==> config.mk <==
export PLATFORM = sky130hd
export DESIGN_NAME = de_pipe_reg_flat
export DESIGN_NICKNAME = d
export VERILOG_FILES = /design/src/rtl/de_pipe_if.sv /design/src/rtl/de_pipe_reg.sv /design/src/flat_wrapper.sv
export SDC_FILE = /design/constraint.sdc
export NUM_CORES = 1
export LEC_CHECK = 0
export ABC_AREA = 1
export BUFFER_PORTS_ARGS = -buffer_cell sky130_fd_sc_hd__buf_2
export CAP_MARGIN = 10
export CORE_AREA = 4 4 129 131
export CTS_BUF_LIST = sky130_fd_sc_hd__clkbuf_8
export CTS_CLUSTER_DIAMETER = 60
export DETAILED_ROUTE_END_ITERATION = 7
export DIE_AREA = 0 0 133 135
export PLACE_DENSITY = 0.7
export SLEW_MARGIN = 20
export SYNTH_ARGS = -nofsm -noshare
export SYNTH_HDL_FRONTEND = slang
export SYNTH_SLANG_ARGS = --single-unit
==> constraint.sdc <==
create_clock -name clk -period 1.3 [get_ports clk]
set_clock_uncertainty 0.2 [all_clocks]
set_input_delay 0.26 -clock clk [delete_from_list [all_inputs] [get_ports clk]]
set_output_delay 0.26 -clock clk [all_outputs]
set_load 0.005 [all_outputs]
==> src/rtl/de_pipe_if.sv <==
// Decode-to-Execute bundle: D-stage inputs, hazard/CP0 controls and registered E-stage outputs.
// master drives the D side and observes E; slave is the pipeline register itself.
interface de_pipe_if;
    logic        stall;
    logic        flush;
    logic [31:0] instr_D;
    logic [31:0] pc_D;
    logic [31:0] rs_data_D;
    logic [31:0] rt_data_D;
    logic [31:0] ext_D;
    logic [1:0]  tnew_D;
    logic        bd_D;
    logic [4:0]  exccode_D;
    logic [31:0] instr_E;
    logic [31:0] pc_E;
    logic [31:0] rs_data_E;
    logic [31:0] rt_data_E;
    logic [31:0] ext_E;
    logic [1:0]  tnew_E;
    logic        bd_E;
    logic [4:0]  exccode_E;
    logic        valid_E;

    modport master (
        output stall, flush, instr_D, pc_D, rs_data_D, rt_data_D, ext_D,
               tnew_D, bd_D, exccode_D,
        input  instr_E, pc_E, rs_data_E, rt_data_E, ext_E, tnew_E, bd_E,
               exccode_E, valid_E
    );

    modport slave (
        input  stall, flush, instr_D, pc_D, rs_data_D, rt_data_D, ext_D,
               tnew_D, bd_D, exccode_D,
        output instr_E, pc_E, rs_data_E, rt_data_E, ext_E, tnew_E, bd_E,
               exccode_E, valid_E
    );
endinterface

==> src/rtl/de_pipe_reg.sv <==
// D->E pipeline register with stall bubbles and flush (priority reset > flush > stall > load).
// Optional macro DE_BUBBLE_PC_KEEP_EN: stall bubbles keep pc_D/bd_D so EPC/BD stay precise.
module de_pipe_reg #(
    parameter logic [31:0] PC_RESET = 32'h0000_3000
) (
    input  logic     clk,
    input  logic     reset,
    de_pipe_if.slave bus
);

    logic [31:0] instr_d, instr_q;
    logic [31:0] pc_d, pc_q;
    logic [31:0] rs_data_d, rs_data_q;
    logic [31:0] rt_data_d, rt_data_q;
    logic [31:0] ext_d, ext_q;
    logic [1:0]  tnew_d, tnew_q;
    logic        bd_d, bd_q;
    logic [4:0]  exccode_d, exccode_q;
    logic        valid_d, valid_q;

    // Tnew is counted from D, so E sees one cycle less, never below zero.
    function automatic logic [1:0] tnew_dec(input logic [1:0] t);
        return (t == 2'd0) ? 2'd0 : (t - 2'd1);
    endfunction

    // Next-state selection among flush, stall bubble and load.
    always_comb begin
        instr_d   = 32'h0000_0000;
        pc_d      = PC_RESET;
        rs_data_d = 32'h0000_0000;
        rt_data_d = 32'h0000_0000;
        ext_d     = 32'h0000_0000;
        tnew_d    = 2'd0;
        bd_d      = 1'b0;
        exccode_d = 5'd0;
        valid_d   = 1'b0;
        if (bus.flush) begin
            pc_d = PC_RESET;
            bd_d = 1'b0;
        end else if (bus.stall) begin
`ifdef DE_BUBBLE_PC_KEEP_EN
            pc_d = bus.pc_D;
            bd_d = bus.bd_D;
`else
            pc_d = PC_RESET;
            bd_d = 1'b0;
`endif
        end else begin
            instr_d   = bus.instr_D;
            pc_d      = bus.pc_D;
            rs_data_d = bus.rs_data_D;
            rt_data_d = bus.rt_data_D;
            ext_d     = bus.ext_D;
            tnew_d    = tnew_dec(bus.tnew_D);
            bd_d      = bus.bd_D;
            exccode_d = bus.exccode_D;
            valid_d   = 1'b1;
        end
    end

    // E-stage register with synchronous reset.
    always_ff @(posedge clk) begin
        if (reset) begin
            instr_q   <= 32'h0000_0000;
            pc_q      <= PC_RESET;
            rs_data_q <= 32'h0000_0000;
            rt_data_q <= 32'h0000_0000;
            ext_q     <= 32'h0000_0000;
            tnew_q    <= 2'd0;
            bd_q      <= 1'b0;
            exccode_q <= 5'd0;
            valid_q   <= 1'b0;
        end else begin
            instr_q   <= instr_d;
            pc_q      <= pc_d;
            rs_data_q <= rs_data_d;
            rt_data_q <= rt_data_d;
            ext_q     <= ext_d;
            tnew_q    <= tnew_d;
            bd_q      <= bd_d;
            exccode_q <= exccode_d;
            valid_q   <= valid_d;
        end
    end

    assign bus.instr_E   = instr_q;
    assign bus.pc_E      = pc_q;
    assign bus.rs_data_E = rs_data_q;
    assign bus.rt_data_E = rt_data_q;
    assign bus.ext_E     = ext_q;
    assign bus.tnew_E    = tnew_q;
    assign bus.bd_E      = bd_q;
    assign bus.exccode_E = exccode_q;
    assign bus.valid_E   = valid_q;

endmodule

==> src/flat_wrapper.sv <==
// flat-port wrapper written by rule: the top's interface ports become plain ports
module de_pipe_reg_flat 
#(
    parameter logic [31:0] PC_RESET = 32'h0000_3000
)
  (clk, reset, bus_stall, bus_flush, bus_instr_D, bus_pc_D, bus_rs_data_D, bus_rt_data_D, bus_ext_D, bus_tnew_D, bus_bd_D, bus_exccode_D, bus_instr_E, bus_pc_E, bus_rs_data_E, bus_rt_data_E, bus_ext_E, bus_tnew_E, bus_bd_E, bus_exccode_E, bus_valid_E);
  de_pipe_if bus_i ();
  input  logic clk;
  input  logic reset;
  input wire logic [$bits(bus_i.stall)-1:0] bus_stall;
  input wire logic [$bits(bus_i.flush)-1:0] bus_flush;
  input wire logic [$bits(bus_i.instr_D)-1:0] bus_instr_D;
  input wire logic [$bits(bus_i.pc_D)-1:0] bus_pc_D;
  input wire logic [$bits(bus_i.rs_data_D)-1:0] bus_rs_data_D;
  input wire logic [$bits(bus_i.rt_data_D)-1:0] bus_rt_data_D;
  input wire logic [$bits(bus_i.ext_D)-1:0] bus_ext_D;
  input wire logic [$bits(bus_i.tnew_D)-1:0] bus_tnew_D;
  input wire logic [$bits(bus_i.bd_D)-1:0] bus_bd_D;
  input wire logic [$bits(bus_i.exccode_D)-1:0] bus_exccode_D;
  output wire logic [$bits(bus_i.instr_E)-1:0] bus_instr_E;
  output wire logic [$bits(bus_i.pc_E)-1:0] bus_pc_E;
  output wire logic [$bits(bus_i.rs_data_E)-1:0] bus_rs_data_E;
  output wire logic [$bits(bus_i.rt_data_E)-1:0] bus_rt_data_E;
  output wire logic [$bits(bus_i.ext_E)-1:0] bus_ext_E;
  output wire logic [$bits(bus_i.tnew_E)-1:0] bus_tnew_E;
  output wire logic [$bits(bus_i.bd_E)-1:0] bus_bd_E;
  output wire logic [$bits(bus_i.exccode_E)-1:0] bus_exccode_E;
  output wire logic [$bits(bus_i.valid_E)-1:0] bus_valid_E;
  assign bus_i.stall = bus_stall;
  assign bus_i.flush = bus_flush;
  assign bus_i.instr_D = bus_instr_D;
  assign bus_i.pc_D = bus_pc_D;
  assign bus_i.rs_data_D = bus_rs_data_D;
  assign bus_i.rt_data_D = bus_rt_data_D;
  assign bus_i.ext_D = bus_ext_D;
  assign bus_i.tnew_D = bus_tnew_D;
  assign bus_i.bd_D = bus_bd_D;
  assign bus_i.exccode_D = bus_exccode_D;
  assign bus_instr_E = bus_i.instr_E;
  assign bus_pc_E = bus_i.pc_E;
  assign bus_rs_data_E = bus_i.rs_data_E;
  assign bus_rt_data_E = bus_i.rt_data_E;
  assign bus_ext_E = bus_i.ext_E;
  assign bus_tnew_E = bus_i.tnew_E;
  assign bus_bd_E = bus_i.bd_E;
  assign bus_exccode_E = bus_i.exccode_E;
  assign bus_valid_E = bus_i.valid_E;
  de_pipe_reg #(.PC_RESET(PC_RESET)) u_core (.clk(clk), .reset(reset), .bus(bus_i));
endmodule
==> results of run 1 <==
-- registers in the layout, indices dropped and copies added, names as in the netlist --
name / flops
u_core.bus.pc_E: 32
u_core.bus.exccode_E: 5
u_core.bus.valid_E: 1
u_core.bus.rs_data_E: 32
u_core.bus.tnew_E: 2
u_core.bus.rt_data_E: 32
u_core.bus.ext_E: 32
u_core.bus.instr_E: 32
u_core.bus.bd_E: 1
-- per-layer routing --
metal / vias to the layer above / routed length [um]
met3: 38 / 1710
met5: - / 0
met4: 0 / 487
met2: 249 / 10300
li1: 2480 / -
met1: 2287 / 6740
-- cell families after synthesis --
group,Yosys count,synth area share [%]
fa+ha+maj,1,0.218
buf+inv,186,16.0
simple gates,172,24.7
flops,169,59.1
-- synthesized netlist by cell type, drive strengths merged --
cell type    n  share of area [%]
dfxtp      169                 59
inv        168                 11
nor2       168                 24
buf         18                5.0
nand2        2               0.17
nand3b       2               0.26
ha           1               0.22
-- timing repair --
item / in CTS / in global routing
endpoints found under the setup margin: 169 / 169
gates cloned: 0 / 0
resized for setup: 34 / 102
hold buffers: 170 / 0
endpoints found under the hold margin: 168 / 0
-- layout make-up --
type	instances	area (um2)	share of cell area, %
flip-flops and latches	169	3480	34.3
clock inverters	14	115	1.13
multi-input cells	173	1440	14.2
well taps	216	270	2.66
inverters	168	631	6.21
repair buffers	530	3970	39.1
clock buffers	18	248	2.44
-- power by group through the flow --
stage | Combinational, mW | Sequential [mW] | Clock [mW]
floorplan | 0.450 | 5.49 | 0
global placement | 0.895 | 5.46 | 0
detailed placement | 0.909 | 5.47 | 0
CTS | 1.32 | 5.35 | 3.60
global route | 1.51 | 5.39 | 3.82
finish | 1.41 | 5.38 | 3.49
-- worst max path at each step --
stage                                   start                                   to  slack (ns)  depth (start not counted)
5_1_grt        u_core.bus.pc_E[24]$_SDFF_PP0_                         bus_pc_E[24]       -0.13                          1
3_3_place_gp                        bus_stall  u_core.bus.rs_data_E[31]$_SDFF_PP0_       -0.05                          5
6_report       u_core.bus.pc_E[24]$_SDFF_PP0_                         bus_pc_E[24]       -0.07                          1
4_1_cts        u_core.bus.pc_E[24]$_SDFF_PP0_                         bus_pc_E[24]       -0.12                          1
3_5_place_dp                        bus_stall      u_core.bus.ext_E[25]$_SDFF_PP0_       -0.09                          5
2_1_floorplan                       bus_stall   u_core.bus.exccode_E[0]$_SDFF_PP0_        0.17                          5
-- metrics by stage --
step | total power, mW | hold slack [ns] | setup slack (ns) | std cells | cell area, um2
CTS | 10.3 | 0.0137 | -0.116 | 1288 | 9790
detailed placement | 6.38 | 0.238 | -0.0891 | 1086 | 7630
global placement | 6.36 | 0.237 | -0.0485 | 1086 | 7630
finish | 10.3 | 0.0383 | -0.0723 | 1288 | 10200
global route | 10.7 | 0.0197 | -0.133 | 1288 | 10200
floorplan | 5.94 | 0.132 | 0.173 | 528 | 5730
==> impl_metrics.py, run 1 <==
metrics = {
    "run_status": {
        "status": "finished with violations",
        "violations": "setup timing",
    },
    "synth": {
        "synth-seq-cells": 169,
        "synth_nets": 701,
        "yosysWarnings": 0,
        "syn_area_mm2": 0.00573,
        "ys_seq_area_share_pct": 59.1,
        "syn_area_per_cell_um2": 10.8,
        "syn_inst": 528,
        "synth.distinct_cells": 12,
    },
    "cells_and_area": {
        "fin_util_pct": 65.1,
        "final_nets": 1232,
        "layout_commonest_cell": "buf_2",
        "layout-drive-gt1-share_pct": 53.2,
        "antenna_cells": 0,
        "most-common-layout-cells": "buf_2 (281), dlygate4sd3_1 (170), inv_1 (169), nor2_4 (101), dfxtp_1 (92)",
        "num-fill-cells": 1065,
        "area_growth_pct": 77.3,
    },
    "floorplanning": {
        "dieArea_mm2": 0.0180,
        "core_mm2": 0.0156,
        "dieWidth_um": 133,
        "ioPinCount": 341,
        "die_h_um": 135,
        "start_util_pct": 36.7,
        "rows": 46,
    },
    "setup_path": {
        "critPathTopFamily": "flip-flops",
        "arrival_ns": 0.91,
        "critPathLaunchType": "flop",
        "crit_type": "reg -> out",
        "worst-path-buf-inv": 1,
        "cp.required_ns": 0.84,
        "crit_path_cell_trace": "buf_6",
        "crit_slowest_cell": "dfxtp_2",
        "slowest_delay_ns": 0.37,
        "end_kind": "output port",
        "cp_max_fo": 1,
    },
    "clock_tree": {
        "postCtsSetupBuffers": 0,
        "path_clk_slew_ns": 0.09,
        "clock-sinks": 169,
        "cts_tree": "yes",
        "htreeDepth": 4,
        "cts_buffers": 17,
        "cts_max_path_buffers": 2,
        "cts_root_buf": "clkbuf_8",
    },
    "power": {
        "internal-power_mw": 7.55,
        "ir_drop_uv": 660,
        "p_sw_share_pct": 26.5,
        "pwr_density_cell_mw_per_mm2": 1010,
        "p_switching_mw": 2.72,
        "power_frac_comb_pct": 13.7,
        "power.share.clock_pct": 34.0,
        "seqPwrFrac_pct": 52.3,
        "power_leakage_nw": 5.33,
    },
    "detailed_routing": {
        "first_pass_iters": 4,
        "drt_wl_total_mm": 19.2,
        "drcViolationCount": 0,
        "drt-initial-drc-count": 146,
        "wl_per_cell_um": 14.9,
        "vias_per_cell": 3.92,
        "vias": 5054,
        "antenna_left": 0,
    },
    "hold_path": {
        "min_path_type": "in -> reg",
        "hold_depth": 4,
        "hold_end": "u_core.bus.ext_E[28]$_SDFF_PP0_",
        "hp-start": "reset",
    },
    "timing": {
        "rsz0062_at_grt": "true",
        "fmax_mhz": 729,
        "setup_tns_ns": -5.44,
        "min_period_ns": 1.37,
        "relSlewSlack_pct": 84.6,
        "worst_pin_slew_ns": 0.231,
        "slew_viol_final": 0,
        "hold_viol_final": 0,
        "setup_viol": 169,
        "fin_crit_sh_pct": 106,
        "fin_ws_ns": -0.0723,
    },
    "global_route": {
        "grt_first_pass_wirelength_mm": 27.7,
        "met2_usage_pct": 35.8,
        "gr-usage-met1_pct": 19.8,
        "grt_use_met3_pct": 8.64,
        "grt_usage_pct": 19.7,
        "busiest_layer": "met2",
        "grt_pass1_vias": 5484,
        "grt_max_degree": 22,
        "overflow": 0,
        "antenna_found_initial": 0,
    },
    "placement": {
        "portBuffers": 340,
        "gp_congestion": 0.744,
        "hpwl_mm": 11.1,
    },
    "run": {
        "drv_cap": 0,
    },
}
Note: power is estimated with default switching activity, not from simulation.
==> run 2: changes to the inputs <==
==> constraint.sdc (replaced) <==
create_clock -name clk -period 1.43 [get_ports clk]
set_clock_uncertainty 0.2 [all_clocks]
set_input_delay 0.286 -clock clk [delete_from_list [all_inputs] [get_ports clk]]
set_output_delay 0.286 -clock clk [all_outputs]
set_load 0.005 [all_outputs]
==> run 2 against run 1 <==
The run now ends clean. Combinational power down 13%. Clock power barely moved. Critical path depth stayed put. Via count is 1.3% lower. Critical path type unchanged. Critical endpoint is now bus_pc_E[27]. Largest cell class unchanged. Largest power group unchanged. Highest routed layer unchanged.
==> impl_metrics.py, run 2 (same netlist as run 1, synthesis figures left out) <==
metrics = {
    "timing": {
        "rsz0062_at_grt": "true",
        "fmax_mhz": 719,
        "whs_ns": 0.0450,
        "worst_pin_slew_ns": 0.250,
        "fin_crit_sh_pct": 97.2,
        "slew_viol_final": 0,
        "min_period_ns": 1.39,
        "relSlewSlack_pct": 83.3,
        "fin_ws_ns": 0.0395,
        "setup_tns_ns": 0,
        "hold_viol_final": 0,
        "setup_viol": 0,
    },
    "clock_tree": {
        "cts_max_path_buffers": 2,
        "htreeDepth": 4,
        "clock-sinks": 169,
        "cts_tree": "yes",
        "cts_buffers": 17,
        "cts_root_buf": "clkbuf_8",
        "path_clk_slew_ns": 0.09,
    },
    "power": {
        "ir_drop_uv": 703,
        "power_leakage_nw": 5.27,
        "total_power_mw": 9.61,
        "pwr_density_cell_mw_per_mm2": 981,
    },
    "setup_path": {
        "crit_path_cell_trace": "buf_2",
        "cp_max_fo": 1,
        "critPathLaunchType": "flop",
        "critPathTopFamily": "flip-flops",
        "arrival_ns": 0.90,
        "crit_slowest_cell": "dfxtp_1",
        "worst-path-buf-inv": 1,
        "cp.required_ns": 0.94,
        "slowest_delay_ns": 0.34,
        "end_kind": "output port",
        "crit_type": "reg -> out",
    },
    "detailed_routing": {
        "wl_per_cell_um": 13.9,
        "vias": 4987,
        "antenna_left": 0,
        "drt-initial-drc-count": 125,
        "drcViolationCount": 0,
        "drt_wl_total_mm": 17.9,
        "first_pass_iters": 4,
        "vias_per_cell": 3.88,
    },
    "cells_and_area": {
        "most-common-layout-cells": "buf_2 (332), inv_1 (169), dlygate4sd3_1 (169), dfxtp_1 (146), nor2_4 (101)",
        "layout_commonest_cell": "buf_2",
        "final_nets": 1229,
        "area_growth_pct": 71.1,
        "layout-drive-gt1-share_pct": 48.0,
    },
    "floorplanning": {
        "core_mm2": 0.0156,
        "dieArea_mm2": 0.0180,
        "start_util_pct": 36.7,
        "ioPinCount": 341,
        "dieWidth_um": 133,
        "rows": 46,
        "die_h_um": 135,
    },
    "global_route": {
        "grt_usage_pct": 19.5,
        "grt_pass1_vias": 5446,
        "overflow": 0,
        "grt_max_degree": 25,
        "grt_first_pass_wirelength_mm": 27.5,
        "antenna_found_initial": 1,
    },
    "placement": {
        "post-place-ws_ns": -0.00371,
        "portBuffers": 340,
        "hpwl_mm": 10.8,
        "gp_congestion": 0.747,
    },
    "hold_path": {
        "min_path_type": "in -> reg",
    },
    "run_status": {
        "status": "finished clean",
    },
    "run": {
        "drv_cap": 0,
    },
}
[run 2: cell count changes in the layout (fill, tap and decap cells not counted)]
cell	change
buf_6	-51
dfxtp_2	-54
dlygate4sd3_1	-1
clkinv_4	-2
bufinv_16	+3
diode_2	+1
clkinvlp_4	+2
inv_6	-2
buf_2	+51
buf_4	-2
inv_8	-1
dfxtp_1	+54
clkinv_2	-1
[run 2: metal layers]
layer / vias up / track usage, % / wire (um)
li1: 2471 / - / -
met1: 2222 / 19.3 / 6160
met2: 254 / 35.3 / 9260
met3: 40 / 9.02 / 1910
met4: 0 / 8.31 / 582
met5: - / 0 / 0
[run 2: area by class of cell]
type                            instances  area [um2]
Fill cell                            1121        5800
Timing Repair Buffer                  527        3630
Sequential cell                       169        3410
Multi-Input combinational cell        173        1440
Inverter                              168         631
Tap cell                              216         270
Clock buffer                           18         248
Clock inverter                         13         169
Antenna cell                            1        2.50
[run 2: power breakdown]
part	internal, mW	switching, mW
logic	0.689	0.534
clock network	1.78	1.74
registers	4.83	0.0347
[run 2: stage by stage]
| step | area [um2] | cells | utilization (%) |
|---|---|---|---|
| after floorplan | 5730 | 528 | - |
| after detailed placement | 7610 | 1084 | 48.8 |
| after global placement | 7610 | 1084 | 48.8 |
| after global routing | 9800 | 1285 | 62.8 |
| after CTS | 9720 | 1284 | 62.3 |
| final | 9800 | 1285 | 62.8 |
[run 2: path summary, 6_finish.rpt]
path                                       start                              to  slack [ns]  cells past startpoint
hold / removal                             reset  u_core.bus.pc_E[12]$_SDFF_PP1_        0.05                      4
setup / recovery  u_core.bus.pc_E[27]$_SDFF_PP0_                    bus_pc_E[27]        0.04                      1
[run 2: what timing repair did]
item,CTS,global route
setup endpoints to repair,4,21
buffers inserted,0,0
hold endpoints to repair,168,0
cloned,0,0
gates resized for setup,4,27
hold buffers,169,0
